File: src/rtl/axil_ctl_pkg.sv
// Shared definitions for the AXI4-Lite control/status slave.
// Holds the register word indices, STATUS / IRQ bit positions, the AXI
// response encodings and a helper that says whether a word slot is mapped.
package axil_ctl_pkg;

    // Word index = byte address [4:2]
    localparam logic [2:0] REG_CMD      = 3'd0;
    localparam logic [2:0] REG_STATUS   = 3'd1;
    localparam logic [2:0] REG_IRQ_EN   = 3'd2;
    localparam logic [2:0] REG_IRQ_STAT = 3'd3;
    localparam logic [2:0] REG_PARAM0   = 3'd4;

    // STATUS bit positions
    localparam int STAT_BUSY = 0;
    localparam int STAT_DONE = 1;
    localparam int STAT_ERR  = 2;

    // IRQ_EN / IRQ_STAT bit positions
    localparam int IRQ_DONE = 0;
    localparam int IRQ_ERR  = 1;

    localparam logic [1:0] RESP_OKAY   = 2'b00;
    localparam logic [1:0] RESP_SLVERR = 2'b10;

    // Packed so that the struct drops straight into STATUS[2:0]
    typedef struct packed {
        logic err;
        logic done;
        logic busy;
    } status_t;

    // Slots 0..3 always exist; parameter slots follow from REG_PARAM0.
    function automatic logic reg_mapped(input logic [2:0] idx, input int num_param);
        return (int'(idx) < int'(REG_PARAM0) + num_param);
    endfunction

endpackage

File: src/rtl/axil_ctl_core_if.sv
// Core-side control: busy/done/err tracker, one-cycle mode pulse generator
// and the maskable level interrupt.
// Ports:
//   clk, rst_n        clock, asynchronous active-low reset
//   cmd_accept        strobe from the AXI front end: CMD write accepted
//   cmd_mode          mode value to pulse out with cmd_accept
//   done_in, err_in   completion pulse from the core and its error qualifier
//   irq_en_we/wdata   IRQ_EN register write
//   irq_stat_w1c      IRQ_STAT bits to clear (already gated by the front end)
//   mode_out          one-cycle mode pulse, 0 when idle
//   status            busy/done/err
//   irq_en, irq_stat  register contents for readback
//   irq               registered level interrupt
module axil_ctl_core_if
    import axil_ctl_pkg::*;
#(
    parameter int MODE_WIDTH = 3
) (
    input  logic                  clk,
    input  logic                  rst_n,
    input  logic                  cmd_accept,
    input  logic [MODE_WIDTH-1:0] cmd_mode,
    input  logic                  done_in,
    input  logic                  err_in,
    input  logic                  irq_en_we,
    input  logic [1:0]            irq_en_wdata,
    input  logic [1:0]            irq_stat_w1c,
    output logic [MODE_WIDTH-1:0] mode_out,
    output status_t               status,
    output logic [1:0]            irq_en,
    output logic [1:0]            irq_stat,
    output logic                  irq
);

    logic [MODE_WIDTH-1:0] mode_q, mode_d;
    status_t               status_q, status_d;
    logic [1:0]            irq_en_q, irq_en_d;
    logic [1:0]            irq_stat_q, irq_stat_d;
    logic                  irq_q, irq_d;
    logic                  done_fire;
    logic [1:0]            irq_stat_set;

    // Completion only counts while an operation is in flight. cmd_accept
    // needs busy=0, so the two never fire in the same cycle.
    assign done_fire    = done_in & status_q.busy;
    assign irq_stat_set = {done_fire & err_in, done_fire};

    always_comb begin
        mode_d     = cmd_accept ? cmd_mode : '0;
        status_d   = status_q;
        irq_en_d   = irq_en_we ? irq_en_wdata : irq_en_q;
        // Set has priority over a simultaneous write-1-to-clear
        irq_stat_d = (irq_stat_q & ~irq_stat_w1c) | irq_stat_set;
        irq_d      = |(irq_stat_q & irq_en_q);
        if (cmd_accept) begin
            status_d.busy = 1'b1;
            status_d.done = 1'b0;
            status_d.err  = 1'b0;
        end else if (done_fire) begin
            status_d.busy = 1'b0;
            status_d.done = 1'b1;
            status_d.err  = err_in;
        end
    end

    always_ff @(posedge clk or negedge rst_n) begin
        if (!rst_n) begin
            mode_q     <= '0;
            status_q   <= '0;
            irq_en_q   <= '0;
            irq_stat_q <= '0;
            irq_q      <= 1'b0;
        end else begin
            mode_q     <= mode_d;
            status_q   <= status_d;
            irq_en_q   <= irq_en_d;
            irq_stat_q <= irq_stat_d;
            irq_q      <= irq_d;
        end
    end

    assign mode_out = mode_q;
    assign status   = status_q;
    assign irq_en   = irq_en_q;
    assign irq_stat = irq_stat_q;
    assign irq      = irq_q;

endmodule

File: src/rtl/axil_ctl_regs.sv
// AXI4-Lite control/status slave for the Ncc-Sign core.
// A CMD write becomes a one-cycle oCTL_MODE pulse; STATUS tracks the core,
// IRQ_EN / IRQ_STAT drive oIRQ, PARAMn registers feed oCTL_PARAM.
// Ports: standard AXI4-Lite slave (S_AXI_*), oCTL_MODE mode pulse,
// oCTL_PARAM flattened parameters (PARAM0 in LSBs), iCTL_DONE/iCTL_ERR
// completion from the core, oIRQ level interrupt.
// ARESETN is assumed release-synchronised upstream; assertion is async.
// With NUM_PARAM=0, oCTL_PARAM is a single constant-zero bit.
module axil_ctl_regs
    import axil_ctl_pkg::*;
#(
    parameter int C_S_AXI_DATA_WIDTH = 32,
    parameter int C_S_AXI_ADDR_WIDTH = 5,
    parameter int MODE_WIDTH         = 3,
    parameter int NUM_PARAM          = 4
) (
    input  logic                            S_AXI_ACLK,
    input  logic                            S_AXI_ARESETN,
    input  logic [C_S_AXI_ADDR_WIDTH-1:0]   S_AXI_AWADDR,
    input  logic [2:0]                      S_AXI_AWPROT,
    input  logic                            S_AXI_AWVALID,
    output logic                            S_AXI_AWREADY,
    input  logic [C_S_AXI_DATA_WIDTH-1:0]   S_AXI_WDATA,
    input  logic [C_S_AXI_DATA_WIDTH/8-1:0] S_AXI_WSTRB,
    input  logic                            S_AXI_WVALID,
    output logic                            S_AXI_WREADY,
    output logic [1:0]                      S_AXI_BRESP,
    output logic                            S_AXI_BVALID,
    input  logic                            S_AXI_BREADY,
    input  logic [C_S_AXI_ADDR_WIDTH-1:0]   S_AXI_ARADDR,
    input  logic [2:0]                      S_AXI_ARPROT,
    input  logic                            S_AXI_ARVALID,
    output logic                            S_AXI_ARREADY,
    output logic [C_S_AXI_DATA_WIDTH-1:0]   S_AXI_RDATA,
    output logic [1:0]                      S_AXI_RRESP,
    output logic                            S_AXI_RVALID,
    input  logic                            S_AXI_RREADY,
    output logic [MODE_WIDTH-1:0]           oCTL_MODE,
    output logic [((NUM_PARAM > 0) ? 32*NUM_PARAM : 1)-1:0] oCTL_PARAM,
    input  logic                            iCTL_DONE,
    input  logic                            iCTL_ERR,
    output logic                            oIRQ
);

    localparam int PARAM_SLOTS = (NUM_PARAM > 0) ? NUM_PARAM : 1;
    localparam int PARAM_OUT_W = (NUM_PARAM > 0) ? 32*NUM_PARAM : 1;

    logic clk, rst_n;
    assign clk   = S_AXI_ACLK;
    assign rst_n = S_AXI_ARESETN;

    logic        awready_q, awready_d;
    logic        bvalid_q, bvalid_d;
    logic [1:0]  bresp_q, bresp_d;
    logic        arready_q, arready_d;
    logic        rvalid_q, rvalid_d;
    logic [1:0]  rresp_q, rresp_d;
    logic [31:0] rdata_q, rdata_d;

    logic        wr_hs, rd_hs, cmd_ok, cmd_accept, irq_en_we;
    logic [1:0]  irq_stat_w1c, irq_en, irq_stat;
    logic [2:0]  wr_idx, rd_idx;
    logic [31:0] rd_word;
    logic [32*PARAM_SLOTS-1:0] param_flat;
    status_t     status;

    assign wr_idx = S_AXI_AWADDR[4:2];
    assign rd_idx = S_AXI_ARADDR[4:2];

    // Ready is registered and excludes itself, so it is high for one cycle
    // per transfer; waiting on !bvalid_q adds the idle cycle after a response.
    assign wr_hs = awready_q & S_AXI_AWVALID & S_AXI_WVALID;
    assign rd_hs = arready_q & S_AXI_ARVALID;

    // Busy comes from the registered state: a done pulse in this same cycle
    // does not free the slot yet.
    assign cmd_ok     = ~status.busy & S_AXI_WSTRB[0] & (S_AXI_WDATA[MODE_WIDTH-1:0] != '0);
    assign cmd_accept = wr_hs & (wr_idx == REG_CMD) & cmd_ok;
    // IRQ fields live in byte 0, so only that strobe commits them
    assign irq_en_we    = wr_hs & (wr_idx == REG_IRQ_EN) & S_AXI_WSTRB[0];
    assign irq_stat_w1c = (wr_hs && wr_idx == REG_IRQ_STAT && S_AXI_WSTRB[0]) ?
                          S_AXI_WDATA[1:0] : 2'b00;

    always_comb begin
        awready_d = S_AXI_AWVALID & S_AXI_WVALID & ~bvalid_q & ~awready_q;
        bvalid_d  = bvalid_q;
        bresp_d   = bresp_q;
        if (wr_hs) begin
            bvalid_d = 1'b1;
            if (!reg_mapped(wr_idx, NUM_PARAM) || (wr_idx == REG_CMD && !cmd_ok))
                bresp_d = RESP_SLVERR;
            else
                bresp_d = RESP_OKAY;
        end else if (bvalid_q && S_AXI_BREADY) begin
            bvalid_d = 1'b0;
        end
    end

    always_comb begin
        rd_word = '0;
        case (rd_idx)
            REG_STATUS:   rd_word = {29'b0, status};
            REG_IRQ_EN:   rd_word = {30'b0, irq_en};
            REG_IRQ_STAT: rd_word = {30'b0, irq_stat};
            default: begin
                for (int i = 0; i < NUM_PARAM; i++)
                    if (rd_idx == REG_PARAM0 + 3'(i))
                        rd_word = param_flat[32*i +: 32];
            end
        endcase
    end

    always_comb begin
        arready_d = S_AXI_ARVALID & ~rvalid_q & ~arready_q;
        rvalid_d  = rvalid_q;
        rresp_d   = rresp_q;
        rdata_d   = rdata_q;
        if (rd_hs) begin
            rvalid_d = 1'b1;
            rresp_d  = reg_mapped(rd_idx, NUM_PARAM) ? RESP_OKAY : RESP_SLVERR;
            rdata_d  = rd_word;
        end else if (rvalid_q && S_AXI_RREADY) begin
            rvalid_d = 1'b0;
        end
    end

    always_ff @(posedge clk or negedge rst_n) begin
        if (!rst_n) begin
            awready_q <= 1'b0;
            bvalid_q  <= 1'b0;
            bresp_q   <= RESP_OKAY;
            arready_q <= 1'b0;
            rvalid_q  <= 1'b0;
            rresp_q   <= RESP_OKAY;
            rdata_q   <= '0;
        end else begin
            awready_q <= awready_d;
            bvalid_q  <= bvalid_d;
            bresp_q   <= bresp_d;
            arready_q <= arready_d;
            rvalid_q  <= rvalid_d;
            rresp_q   <= rresp_d;
            rdata_q   <= rdata_d;
        end
    end

    generate
        for (genvar gi = 0; gi < NUM_PARAM; gi++) begin : g_param
            logic [31:0] word_q, word_d;
            always_comb begin
                word_d = word_q;
                if (wr_hs && wr_idx == REG_PARAM0 + 3'(gi))
                    for (int b = 0; b < 4; b++)
                        if (S_AXI_WSTRB[b])
                            word_d[8*b +: 8] = S_AXI_WDATA[8*b +: 8];
            end
            always_ff @(posedge clk or negedge rst_n) begin
                if (!rst_n) word_q <= '0;
                else        word_q <= word_d;
            end
            assign param_flat[32*gi +: 32] = word_q;
        end
        if (NUM_PARAM == 0) begin : g_no_param
            assign param_flat = '0;
        end
    endgenerate

    axil_ctl_core_if #(.MODE_WIDTH(MODE_WIDTH)) u_core_if (
        .clk          (clk),
        .rst_n        (rst_n),
        .cmd_accept   (cmd_accept),
        .cmd_mode     (S_AXI_WDATA[MODE_WIDTH-1:0]),
        .done_in      (iCTL_DONE),
        .err_in       (iCTL_ERR),
        .irq_en_we    (irq_en_we),
        .irq_en_wdata (S_AXI_WDATA[1:0]),
        .irq_stat_w1c (irq_stat_w1c),
        .mode_out     (oCTL_MODE),
        .status       (status),
        .irq_en       (irq_en),
        .irq_stat     (irq_stat),
        .irq          (oIRQ)
    );

    assign S_AXI_AWREADY = awready_q;
    assign S_AXI_WREADY  = awready_q;
    assign S_AXI_BVALID  = bvalid_q;
    assign S_AXI_BRESP   = bresp_q;
    assign S_AXI_ARREADY = arready_q;
    assign S_AXI_RVALID  = rvalid_q;
    assign S_AXI_RRESP   = rresp_q;
    assign S_AXI_RDATA   = rdata_q;
    assign oCTL_PARAM    = param_flat[PARAM_OUT_W-1:0];

    logic unused_inputs;
    assign unused_inputs = &{1'b0, S_AXI_AWPROT, S_AXI_ARPROT,
                             S_AXI_AWADDR[1:0], S_AXI_ARADDR[1:0]};

endmodule

File: config.mk
export PLATFORM = sky130hd
export DESIGN_NAME = axil_ctl_regs
export DESIGN_NICKNAME = d
export VERILOG_FILES = /design/src/rtl/axil_ctl_pkg.sv /design/src/rtl/axil_ctl_core_if.sv /design/src/rtl/axil_ctl_regs.sv
export SDC_FILE = /design/constraint.sdc
export NUM_CORES = 1
export LEC_CHECK = 0
export CAP_MARGIN = 0
export CELL_PAD_IN_SITES_DETAIL_PLACEMENT = 1
export CELL_PAD_IN_SITES_GLOBAL_PLACEMENT = 1
export CORE_UTILIZATION = 37
export CTS_CLUSTER_SIZE = 10
export DETAILED_ROUTE_END_ITERATION = 16
export PLACE_DENSITY = 0.76
export REMOVE_ABC_BUFFERS = 1
export SLEW_MARGIN = 0
export SYNTH_ARGS = -nofsm -noshare
export SYNTH_HDL_FRONTEND = slang
export SYNTH_HIERARCHICAL = 1
export SYNTH_SLANG_ARGS = --single-unit
File: constraint.sdc
create_clock -name S_AXI_ACLK -period 1.75 [get_ports S_AXI_ACLK]
set_input_delay 0.2625 -clock S_AXI_ACLK [delete_from_list [all_inputs] [get_ports S_AXI_ACLK]]
set_output_delay 0.2625 -clock S_AXI_ACLK [all_outputs]
set_load 0.05 [all_outputs]
==> impl_metrics.yaml, run 1 <==
clock_tree:
  numCtsBuffers: 17
  cts_root_buffer: "clkbuf_16"
  cts_sinks: 176
  clk_path_buf_depth: 2
  cts_max_level: 4
  clk_latency_ns: 0.43
  clkTransAtPathRegs_ns: 0.07
  postCtsSetupBuffers: 0
  cts_tree: "done"
die:
  initial_core_util: 0.378
  fp-row-count: 52
  die_h_um: 146
  dieArea_um2: 21300
  core_area_um2: 20200
  die_w_um: 146
  io_pins: 234
global_routing:
  grt_start_max_net_pins: 62
  grt_pass1_vias: 6372
  antenna_found_initial: 0
  grt-ovfl-total: 0
  grt_usage: 0.238
  grt_pass1_wl_um: 38500
drt:
  post_drt_wl_per_cell_um: 22.0
  drc_errors: 0
  drt-pass1-iter-count: 4
  ant_nets: 0
  vias_per_cell: 5.27
  drt-initial-drc-count: 226
  totalWireLength_um: 24500
  via_count: 5864
sta:
  fin_worst_skew_ns: 0.00813
  setup_tns_ns: 0
  fmax_mhz: 602
  hold_violations: 0
  grt_setup_unrepaired: "false"
  final-setup-viol-count: 0
  min_period_ns: 1.66
  slew_viol_final: 0
  fin_crit_sh: 0.949
  layout_setup_ws_ns: 0.0887
placement:
  portBuffers: 220
  dp_slack_ns: -0.274
  placed_area_um2: 10100
  dp_hpwl_um: 17700
  gp_congestion: 0.806
power:
  power_density_nw_per_um2: 1050
  vdd.ir_drop.worst_uv: 635
  p_leak_nw: 5.29
synth:
  ys_seq_elements: 176
  yosysWarnings: 6
  yosys-top-cells-count: "dfrtp_1, mux2_2, o21ai_0"
  async_reset_ff_frac: 1.00
  avgSynthCellArea_um2: 13.3
  netlist.area_leader.share: 0.575
  synth_area_um2: 7660
  ys_types: 38
  synth_edf_count: 0
  syn-instance-count: 574
  ys_seq_area_frac: 0.575
  synth.area.top_cells: "dfrtp_1, mux2_2, o221ai_1"
  synth_ff_type: "dfrtp_1"
  synthMostInstantiatedCell: "dfrtp_1"
  synth_largest_area_cell: "dfrtp_1"
critical_path:
  startpoint: "S_AXI_AWREADY"
  path_max_fanout: 14
  r2r_start: "S_AXI_AWREADY"
  path_class: "flop to flop"
  worst_setup_path_end_kind: "flop"
  critPathArrivalTime_ns: 1.97
  worstRegToRegCells: 5
  cp-start-kind: "flop"
  cp.required_ns: 2.06
final_layout:
  diodes: 0
  fillCellCount: 2116
  syn2layout_area_growth_pct: 39.7
  final_area_um2: 10700
  drive_gt1_frac: 0.449
  nNetsFinal: 890
outcome:
  outcome: "finished clean"
flow_run:
  maxCapViolCount: 0
worst_hold_path:
  hold_class: "input port to async pin"
worst max-delay path, stage by stage (launching register included):
cell	delay, ns
dfrtp_1	0.43
and4_1	0.29
buf_12	0.17
buf_4	0.13
nand3_4	0.18
mux2_2	0.33
per-layer routing:
layer  up-vias  global-route usage  wire length (um)
met3        31              0.0423              1030
met1      3027               0.302             10400
met4         0              0.0726               395
li1       2625                   -                 -
met2       181               0.414             12700
met5         -                   0                 0
power breakdown:
group	switching, mW	internal, mW	total (mW)
combinational	1.94	0.907	2.84
sequential	0.306	4.43	4.74
clock	1.76	1.92	3.67
final cells by class:
class | count | area [um^2] | share of cell area
multi-input combinational | 359 | 3060 | 0.286
clock buffer | 19 | 443 | 0.0414
inverter | 5 | 18.8 | 0.00175
sequential | 176 | 4400 | 0.412
tap | 270 | 338 | 0.0316
clock inverter | 13 | 119 | 0.0111
timing repair buffer | 270 | 2320 | 0.216
repair_timing:
item	in CTS	in global routing
hold endpoints to repair	29	0
resized for setup	6	0
setup endpoints to repair	6	0
hold buffers	1	0
registers in the layout, indices dropped and copies added (netlist names), 2 cells and up:
signal              flops
g_param.word_q        128
S_AXI_RDATA            32
u_core_if/mode_out      3
u_core_if/status        3
u_core_if/irq_en        2
u_core_if/irq_stat      2
stage by stage:
step	utilization	cells	hold WS, ns	total power, mW
after global placement	0.501	1079	0.171	7.58
after floorplan	-	540	-0.0331	6.42
after global routing	0.529	1112	0.331	11.7
final	0.529	1112	0.304	11.3
after detailed placement	0.501	1079	0.177	7.68
after CTS	0.529	1112	0.296	11.4
kinds of logic after synthesis:
kind of cell           count (synthesis)  share of synthesized area
buffers and inverters                 41                     0.0270
AO/OA/AOI/OAI                        109                     0.0998
flip-flops                           176                      0.575
AND/OR/NAND/NOR                      111                     0.0979
multiplexers                         136                      0.200
other                                  1                   0.000490
layout by cell type (no fill, tap or decap), drive strengths merged, types with 4 or more instances in the layout:
| master | synthesis | layout |
|---|---|---|
| nor2b | 31 | 31 |
| inv | 5 | 13 |
| mux2 | 134 | 134 |
| clkbuf | 16 | 19 |
| dfrtp | 176 | 176 |
| and2 | 5 | 5 |
| o221ai | 29 | 29 |
| nand2 | 33 | 33 |
| clkdlybuf4s50 | 0 | 47 |
| o21ai | 37 | 37 |
| a211oi | 33 | 33 |
| dlygate4sd2 | 0 | 6 |
| clkinvlp | 0 | 4 |
| buf | 20 | 216 |
| nand3 | 19 | 19 |
| nor3b | 4 | 4 |
final timing paths:
| path | end | slack [ns] |
|---|---|---|
| hold / removal | g_param[3].word_q[0] | 0.30 |
| setup / recovery | g_param[3].word_q[15] | 0.09 |
| setup reg to reg | g_param[3].word_q[15] | 0.09 |
| max in group asynchronous | g_param[1].word_q[31] | 0.78 |
| min in group S_AXI_ACLK | S_AXI_RVALID | 0.40 |
| hold reg to reg | S_AXI_ARREADY | 0.46 |
Note: power is estimated with default switching activity, not from simulation.
==> run 2: changes to the inputs <==
--- a/config.mk
+++ b/config.mk
@@ -8,13 +8,13 @@
 export CAP_MARGIN = 0
 export CELL_PAD_IN_SITES_DETAIL_PLACEMENT = 1
 export CELL_PAD_IN_SITES_GLOBAL_PLACEMENT = 1
-export CORE_UTILIZATION = 37
+export CORE_UTILIZATION = 40
 export CTS_CLUSTER_SIZE = 10
 export DETAILED_ROUTE_END_ITERATION = 16
-export PLACE_DENSITY = 0.76
+export PLACE_DENSITY = 0.81
 export REMOVE_ABC_BUFFERS = 1
+export SETUP_SLACK_MARGIN = 0.1
 export SLEW_MARGIN = 0
 export SYNTH_ARGS = -nofsm -noshare
 export SYNTH_HDL_FRONTEND = slang
-export SYNTH_HIERARCHICAL = 1
 export SYNTH_SLANG_ARGS = --single-unit
==> constraint.sdc (replaced) <==
create_clock -name S_AXI_ACLK -period 2.1 [get_ports S_AXI_ACLK]
set_input_delay 0.315 -clock S_AXI_ACLK [delete_from_list [all_inputs] [get_ports S_AXI_ACLK]]
set_output_delay 0.315 -clock S_AXI_ACLK [all_outputs]
set_load 0.05 [all_outputs]
==> run 2 against run 1 <==
Compared with the run above:
- die area fell by 6.4%
- global-route usage rose by 1.5 points
- sequential share of layout area shrank 1.5 points
- clock power shrank 15%
- clock skew is 0.00091 ns higher
- register-to-register slack better by 0.33 ns
- cell count is 2.7% lower
- critical path type is now flop to output port
- largest power group unchanged
==> impl_metrics.yaml, run 2 <==
sta:
  hold_slack_ns: 0.383
  final-setup-viol-count: 0
  worst_pin_slew_ns: 0.570
  fin_worst_skew_ns: 0.00904
  fmax_mhz: 506
  setup_tns_ns: 0
  grt_setup_unrepaired: "false"
  relSlewSlack: 0.619
  slew_viol_final: 0
  min_period_ns: 1.98
  fin_crit_sh: 0.941
  hold_violations: 0
synth:
  syn-instance-count: 572
  netlist.area_leader.share: 0.569
  synthMostInstantiatedCell: "dfrtp_1"
  yosys-top-cells-count: "dfrtp_1, mux2_2, nand2_1, o21ai_0, a211oi_1"
  synth_ff_type: "dfrtp_1"
  async_reset_ff_frac: 1.00
  synth.area.top_cells: "dfrtp_1, mux2_2, o221ai_1"
  ys_seq_area_frac: 0.569
  synth_edf_count: 0
  synth_area_um2: 7740
  avgSynthCellArea_um2: 13.5
  synth_largest_area_cell: "dfrtp_1"
  ys_seq_elements: 176
  ys_types: 40
  yosysWarnings: 0
worst_hold_path:
  hold_class: "input port to async pin"
clock_tree:
  numCtsBuffers: 17
  cts_sinks: 176
  cts_max_level: 4
  cts_root_buffer: "clkbuf_16"
  postCtsSetupBuffers: 0
  clkTransAtPathRegs_ns: 0.06
  clk_latency_ns: 0.42
  clk_path_buf_depth: 2
  cts_tree: "done"
drt:
  drt-initial-drc-count: 202
  post_drt_wl_per_cell_um: 22.4
  vias_per_cell: 5.45
  drt-pass1-iter-count: 4
  via_count: 5902
  drc_errors: 0
  ant_nets: 0
  totalWireLength_um: 24200
critical_path:
  path_max_fanout: 3
  r2r_start: "S_AXI_AWREADY"
  r2r_slack_ns: 0.42
  critPathArrivalTime_ns: 1.66
  path_class: "flop to output port"
  critPathBufInv: 1
  worst_setup_path_end_kind: "output port"
  critPathSlowestCell: "clkdlybuf4s50_1"
  cp_num_cells: 1
  rr_endpoint: "g_param[2].word_q[5]"
  worstRegToRegCells: 4
  cp-start-kind: "flop"
  cp_cell_sequence: "clkdlybuf4s50_1"
  critical_path.max_stage_delay_ns: 0.83
  critPathTopFamily: "buffers and inverters"
  cp.required_ns: 1.78
die:
  fp-row-count: 50
  dieArea_um2: 19900
  die_h_um: 141
  initial_core_util: 0.411
  die_w_um: 141
  core_area_um2: 18800
  io_pins: 234
final_layout:
  fillCellCount: 1839
  layout_commonest_cell: "clkdlybuf4s50_1"
  nNetsFinal: 870
  final_cell_mix: "clkdlybuf4s50_1, dfrtp_1, mux2_2"
  drive_gt1_frac: 0.265
  syn2layout_area_growth_pct: 43.5
  largest_reg_flops: 128
  top_register: "g_param.word_q"
  diodes: 0
global_routing:
  grt_pass1_wl_um: 37900
  grt-ovfl-total: 0
  grt_start_max_net_pins: 64
  grt_usage: 0.253
  antenna_found_initial: 0
  grt_pass1_vias: 6593
power:
  power_density_nw_per_um2: 859
  vdd.ir_drop.worst_uv: 514
  p_leak_nw: 5.50
placement:
  portBuffers: 220
  gp_congestion: 0.833
  dp_hpwl_um: 16800
flow_run:
  maxCapViolCount: 0
outcome:
  outcome: "finished clean"
-- run 2: logic make-up (layout without fill, tap and decap cells) --
kind of cell,after synthesis,in the layout,share of synthesized area
mux,136,136,0.205
compound gates,112,112,0.101
other cells,1,3,0.000484
flops,176,176,0.569
buf+inv,40,288,0.0275
simple gates,107,107,0.0967
-- run 2: area by class of cell --
cell class,count,area (um^2),area share
clock buffers,20,437,0.0393
clock inverters,12,135,0.0122
inverters,3,11.3,0.00101
multi-input cells,358,3130,0.282
flip-flops and latches,176,4400,0.397
well taps,260,325,0.0293
repair buffers,253,2660,0.239
-- run 2: what timing repair did --
| item | in CTS | in global routing |
|---|---|---|
| hold buffers | 1 | 0 |
| resized for setup | 3 | 33 |
| endpoints found under the setup margin | 3 | 33 |
| endpoints found under the hold margin | 35 | 0 |
-- run 2: report_power, final --
part | leakage (nW) | total, mW | internal (mW) | switching [mW]
combinational | 2.85 | 2.48 | 0.861 | 1.62
sequential | 2.39 | 3.95 | 3.70 | 0.247
clock | 0.267 | 3.11 | 1.76 | 1.35
total | 5.50 | 9.54 | 6.32 | 3.21
-- run 2: worst max-delay path by stage --
stage,startpoint,to,slack [ns]
after floorplan,S_AXI_AWREADY,g_param[3].word_q[0],-0.72
after global placement,S_AXI_AWVALID,g_param[1].word_q[9],0.05
after detailed placement,S_AXI_AWVALID,g_param[3].word_q[23],0.004
after CTS,g_param[2].word_q[3],oCTL_PARAM[67],0.10
after global routing,g_param[3].word_q[1],oCTL_PARAM[97],0.10
final,g_param[2].word_q[20],oCTL_PARAM[84],0.12
-- run 2: layer usage --
| layer | part of all wire | up-vias | global-route usage |
|---|---|---|---|
| li1 | - | 2586 | - |
| met1 | 0.42 | 3056 | 0.316 |
| met2 | 0.51 | 231 | 0.430 |
| met3 | 0.062 | 29 | 0.0560 |
| met4 | 0.016 | 0 | 0.0904 |
| met5 | 0 | - | 0 |
-- run 2: metrics by stage --
stage	power [mW]	setup slack [ns]	util	instance area, um^2	instances
5_1_grt	9.86	0.100	0.590	11100	1082
6_report	9.54	0.124	0.590	11100	1082
4_1_cts	9.61	0.102	0.585	11000	1082
3_5_place_dp	6.50	0.00433	0.555	10400	1049
3_3_place_gp	6.42	0.0464	0.555	10400	1049
2_1_floorplan	5.38	-0.725	-	7550	537
